<file path="src/rtl/rr_arb_hold.sv">
// Round-robin arbiter with bounded grant hold.
// One requester owns the shared resource at a time. A grant ends when the owner
// signals done, when its request drops, or when the hold limit forces it off.
// Every release is followed by at least one idle cycle. The search pointer
// moves past the last winner, so that winner has the lowest priority next time.
module rr_arb_hold #(
  parameter int N        = 7,
  parameter int MAX_HOLD = 15
) (
  input  logic                 clk,
  input  logic                 rst_n,
  input  logic [N-1:0]         req,
  input  logic                 done,
  output logic [N-1:0]         grant,
  output logic [$clog2(N)-1:0] grant_id,
  output logic                 busy,
  output logic                 timeout
);

  localparam int IW = $clog2(N);
  localparam int HW = $clog2(MAX_HOLD);

  localparam logic [HW-1:0] HOLD_LAST = HW'(MAX_HOLD - 1);
  localparam logic [IW-1:0] IDX_LAST  = IW'(N - 1);
  localparam logic [IW:0]   N_WIDE    = (IW+1)'(N);
  localparam logic [N-1:0]  ONE_HOT0  = N'(1);

  typedef enum logic {
    S_IDLE = 1'b0,
    S_OWN  = 1'b1
  } state_e;

  // Registered state and outputs
  state_e        r_state;
  logic [N-1:0]  r_grant;
  logic [IW-1:0] r_grant_id;
  logic          r_busy;
  logic          r_timeout;
  logic [IW-1:0] r_ptr;
  logic [HW-1:0] r_hold;

  // Next-state values
  state_e        w_state_nxt;
  logic [N-1:0]  w_grant_nxt;
  logic [IW-1:0] w_grant_id_nxt;
  logic          w_busy_nxt;
  logic          w_timeout_nxt;
  logic [IW-1:0] w_ptr_nxt;
  logic [HW-1:0] w_hold_nxt;

  // Arbitration and release terms
  logic          w_found;
  logic [IW-1:0] w_sel;
  logic          w_owner_req;
  logic          w_hold_last;
  logic          w_release;
  logic          w_forced;

  // Circular search: first set request at or after r_ptr, wrapping N-1 -> 0.
  always_comb begin
    logic [IW:0] w_sum;
    logic [IW-1:0] w_idx;
    // NOTE: every variable written here gets a default first so that no path
    // leaves it unassigned; a missing default would infer a latch.
    w_found = 1'b0;
    w_sel   = '0;
    w_sum   = '0;
    w_idx   = '0;
    for (int i = 0; i < N; i++) begin
      w_sum = {1'b0, r_ptr} + (IW+1)'(i);
      if (w_sum >= N_WIDE) begin
        w_sum = w_sum - N_WIDE;
      end
      w_idx = w_sum[IW-1:0];
      if (!w_found && req[w_idx]) begin
        w_found = 1'b1;
        w_sel   = w_idx;
      end
    end
  end

  // Release conditions while owning: done, owner request dropped, hold limit.
  always_comb begin
    w_owner_req = |(req & r_grant);
    w_hold_last = (r_hold == HOLD_LAST);
    w_release   = done | ~w_owner_req | w_hold_last;
    // A forced release is one where nothing but the hold limit ended the grant.
    w_forced    = w_hold_last & ~done & w_owner_req;
  end

  // Next-state and next-output logic for the IDLE/OWN machine.
  always_comb begin
    w_state_nxt    = r_state;
    w_grant_nxt    = r_grant;
    w_grant_id_nxt = r_grant_id;
    w_ptr_nxt      = r_ptr;
    w_hold_nxt     = r_hold;
    w_timeout_nxt  = 1'b0;

    case (r_state)
      S_IDLE: begin
        // done is deliberately ignored here; only requests start a grant.
        if (w_found) begin
          w_state_nxt    = S_OWN;
          w_grant_nxt    = ONE_HOT0 << w_sel;
          w_grant_id_nxt = w_sel;
          w_ptr_nxt      = (w_sel == IDX_LAST) ? '0 : w_sel + IW'(1);
          w_hold_nxt     = '0;
        end
      end

      S_OWN: begin
        // Other requesters are not looked at while a grant is held.
        if (w_release) begin
          w_state_nxt    = S_IDLE;
          w_grant_nxt    = '0;
          w_grant_id_nxt = '0;
          w_hold_nxt     = '0;
          w_timeout_nxt  = w_forced;
        end else begin
          w_hold_nxt = r_hold + HW'(1);
        end
      end

      default: begin
        w_state_nxt    = S_IDLE;
        w_grant_nxt    = '0;
        w_grant_id_nxt = '0;
        w_hold_nxt     = '0;
      end
    endcase

    w_busy_nxt = (w_state_nxt == S_OWN);
  end

  // State, pointer, hold counter and output registers.
  always_ff @(posedge clk or negedge rst_n) begin
    // NOTE: reset is asynchronous so that grant drops the moment rst_n falls,
    // even mid-grant; every register here is reset, no timeout is produced.
    if (!rst_n) begin
      r_state    <= S_IDLE;
      r_grant    <= '0;
      r_grant_id <= '0;
      r_busy     <= 1'b0;
      r_timeout  <= 1'b0;
      r_ptr      <= '0;
      r_hold     <= '0;
    end else begin
      // NOTE: non-blocking assignments so every register samples the values
      // from before this edge, independent of statement order.
      r_state    <= w_state_nxt;
      r_grant    <= w_grant_nxt;
      r_grant_id <= w_grant_id_nxt;
      r_busy     <= w_busy_nxt;
      r_timeout  <= w_timeout_nxt;
      r_ptr      <= w_ptr_nxt;
      r_hold     <= w_hold_nxt;
    end
  end

  assign grant    = r_grant;
  assign grant_id = r_grant_id;
  assign busy     = r_busy;
  assign timeout  = r_timeout;

  // Consistency of the registered outputs.
  a_grant_onehot0 : assert property (@(posedge clk) disable iff (!rst_n)
    $onehot0(r_grant));
  a_busy_matches : assert property (@(posedge clk) disable iff (!rst_n)
    r_busy == (r_grant != '0));
  a_id_matches : assert property (@(posedge clk) disable iff (!rst_n)
    r_busy |-> (r_grant == (ONE_HOT0 << r_grant_id)));
  a_idle_id_zero : assert property (@(posedge clk) disable iff (!rst_n)
    !r_busy |-> (r_grant_id == '0));
  a_timeout_idle : assert property (@(posedge clk) disable iff (!rst_n)
    r_timeout |-> !r_busy);

endmodule

</file>
<file path="config.mk">
export PLATFORM = sky130hd
export DESIGN_NAME = rr_arb_hold
export DESIGN_NICKNAME = d
export VERILOG_FILES = /design/src/rtl/rr_arb_hold.sv
export SDC_FILE = /design/constraint.sdc
export NUM_CORES = 1
export LEC_CHECK = 0
export ABC_CLOCK_PERIOD_IN_PS = 12200
export BUFFER_PORTS_ARGS = -buffer_cell sky130_fd_sc_hd__buf_2
export CAP_MARGIN = 0
export CORE_ASPECT_RATIO = 0.7
export CORE_UTILIZATION = 59
export CTS_CLUSTER_SIZE = 14
export DETAILED_ROUTE_END_ITERATION = 10
export PLACE_DENSITY = 0.88
export SLEW_MARGIN = 20
export SYNTH_ARGS = -nofsm -noshare
export SYNTH_HDL_FRONTEND = slang
export SYNTH_SLANG_ARGS = --single-unit
</file>
<file path="constraint.sdc">
create_clock -name clk -period 12.2 [get_ports clk]
set_clock_uncertainty 0.1 [all_clocks]
set_input_delay 3.05 -clock clk [delete_from_list [all_inputs] [get_ports clk]]
set_output_delay 3.05 -clock clk [all_outputs]
set_load 0.03 [all_outputs]
</file>
==> flow_summary.toml <==
[placed_design]
gp_congestion = 0.939
dpl-instance-area_um2 = 2900
dp_cells = 411
hpwlAfterDp_mm = 5.55
io_buffer_count = 21

[floorplan]
die-height_um = 60.2
rows = 20
ios = 22
die_w_um = 85.1
die_area_um2 = 5130
coreArea_um2 = 4480
start_util_pct = 63.7

[grt]
use_met1_pct = 45.3
grt_pass1_vias = 2736
grt_pass1_wl_mm = 13.0
busiest_layer = "met2"
grt_max_degree = 53
grtUsageTotal_pct = 31.9
antenna_found_initial = 0
met3_usage_pct = 6.77
overflow = 0
grtUsageMet2_pct = 48.6

[drt]
drt_iter0_markers = 472
first_pass_iters = 5
route.vias.total = 2997
routed_wl_mm = 7.77
wl_per_cell_um = 18.7
drcViolationCount = 0
routed_via_density = 7.22
antenna_left = 0

[worst_setup_path]
end_kind = "flip-flop"
crit_slowest_cell = "nor4_1"
slowest_delay_ps = 650
critical-path-top-delay-family = "simple AND/OR/NAND/NOR gates"
startpoint_type = "input pin"
required_ps = 12270
path_buf_inv = 1
worstPathArrival_ps = 6290
cp_cell_sequence = "buf_2 -> nand3_1 -> o21ai_1 -> a2111oi_2 -> a31oi_1 -> nor4_1 -> and3_1 -> or3b_1 -> and2_4 -> nor2_1 -> ha_1 -> o31ai_1"
path_class = "input pin to flip-flop"
path_max_fanout = 15

[sta]
rsz0062_at_grt = "false"
setup_violations = 0
final.period_utilization_pct = 51.0
min_period_ps = 6220
tns_ps = 0
drv_slew = 0
fmax_ghz = 0.161
finalHoldViolCount = 0
worst_pin_slew_ps = 822
slew_headroom_pct = 44.9

[status]
outcome = "finished, final reports clean"

[cts]
cts_root_buffer = "clkbuf_8"
ctsHtreeMaxLevel = 1
cts_made_buffers = 3
cts_tree = "yes"
clock-sinks = 19
ctsHoldBuffers = 0
insertion_delay_ps = 260
cts_resized = 0
cts.clk_slew.worst_paths_ps = 60
cts_setup_buffers = 0
cts_buffer_depth = 2

[layout]
layout_commonest_cell = "nand2_1"
nNetsFinal = 388
antennaDiodeCount = 0
final_cells = 415
areaGrowthSynthToFinish_pct = 3.20
n_fill_cell = 370
drive_above_1_share_pct = 13.6
fin_area_um2 = 2950
fin_util_pct = 65.8
final_cell_mix = "27 x nand2_1, 21 x buf_2, 20 x nand3_1, 20 x o21ai_0, 19 x dfrtp_1"

[logic_synthesis]
ys_ff_latch = 19
syn-num-nets = 390
yosysWarningCount = 0
netlist_area_um2 = 2860
syn_inst = 363
synth_cell_types = 77
avgSynthCellArea_um2 = 7.87
async_reset_ff_share_pct = 100
ys.flop_type = "dfrtp_1"
synth_edf_count = 0
yosysSeqAreaShare_pct = 16.7

[worst_hold_path]
hold_path.class = "flip-flop to flip-flop"

[job]
cap_violations = 0
-- cell usage after synthesis (10+ instances only) --
| cell type | instances | area [um^2] |
|---|---|---|
| clkbuf_1 | 15 | 56.3 |
| o21ai_0 | 20 | 100 |
| nand2b_1 | 17 | 106 |
| nand2_1 | 27 | 101 |
| dfrtp_1 | 19 | 475 |
| a21oi_1 | 16 | 80.1 |
| nor2_1 | 17 | 63.8 |
| a31oi_1 | 10 | 62.6 |
| ha_1 | 16 | 200 |
| nand3_1 | 20 | 100 |
| mux2i_1 | 17 | 170 |
-- metal layers --
layer / up-vias / part of all wire, %
li1: 1389 / -
met1: 1378 / 45
met2: 200 / 42
met3: 30 / 11
met4: 0 / 2.3
met5: - / 0
-- per-stage QoR --
stage | hold WS, ps | setup WS, ps
after floorplan | 373 | 6130
after global placement | 361 | 5910
after detailed placement | 367 | 5790
after CTS | 384 | 6060
after global routing | 414 | 5820
final | 382 | 5980
-- layout make-up --
type                            instances  area, um^2  area share (%)
Inverter                               11        41.3            1.40
Sequential cell                        19         475            16.1
Clock buffer                            4        45.0            1.53
Timing Repair Buffer                   22         113            3.82
Multi-Input combinational cell        304        2200            74.8
Tap cell                               55        68.8            2.34
-- registers in the layout, summed over array words and instances, names as in the netlist --
name and flops:
r_hold 4, grant_id 3, timeout 1, r_ptr 3
grant 7, busy 1
-- final timing paths --
kind | start | to | slack [ps] | depth (start not counted)
max | req[3] | r_ptr[2] | 5980 | 12
min | grant_id[2] | grant_id[2] | 380 | 1
max reg2reg | r_ptr[0] | r_ptr[2] | 6650 | 14
min reg2reg | grant_id[2] | grant_id[2] | 380 | 1
max in group asynchronous | rst_n | grant[4] | 9080 | 1
min in group asynchronous | rst_n | r_hold[0] | 2610 | 1
-- cell families (layout without fill, tap and decap cells) --
kind of cell    count (synthesis)  after routing  synth area share (%)
mux                            23             23                  8.85
compound gates                123            123                  32.0
simple gates                  131            131                  25.3
flops                          19             19                  16.7
fa+ha+maj                      17             17                  7.71
buf+inv                        40             37                  6.18
xor+xnor                       10             10                  3.33
Power is not shown: default switching activity piles up to over one toggle a cycle in this logic, so the estimate is an artifact.
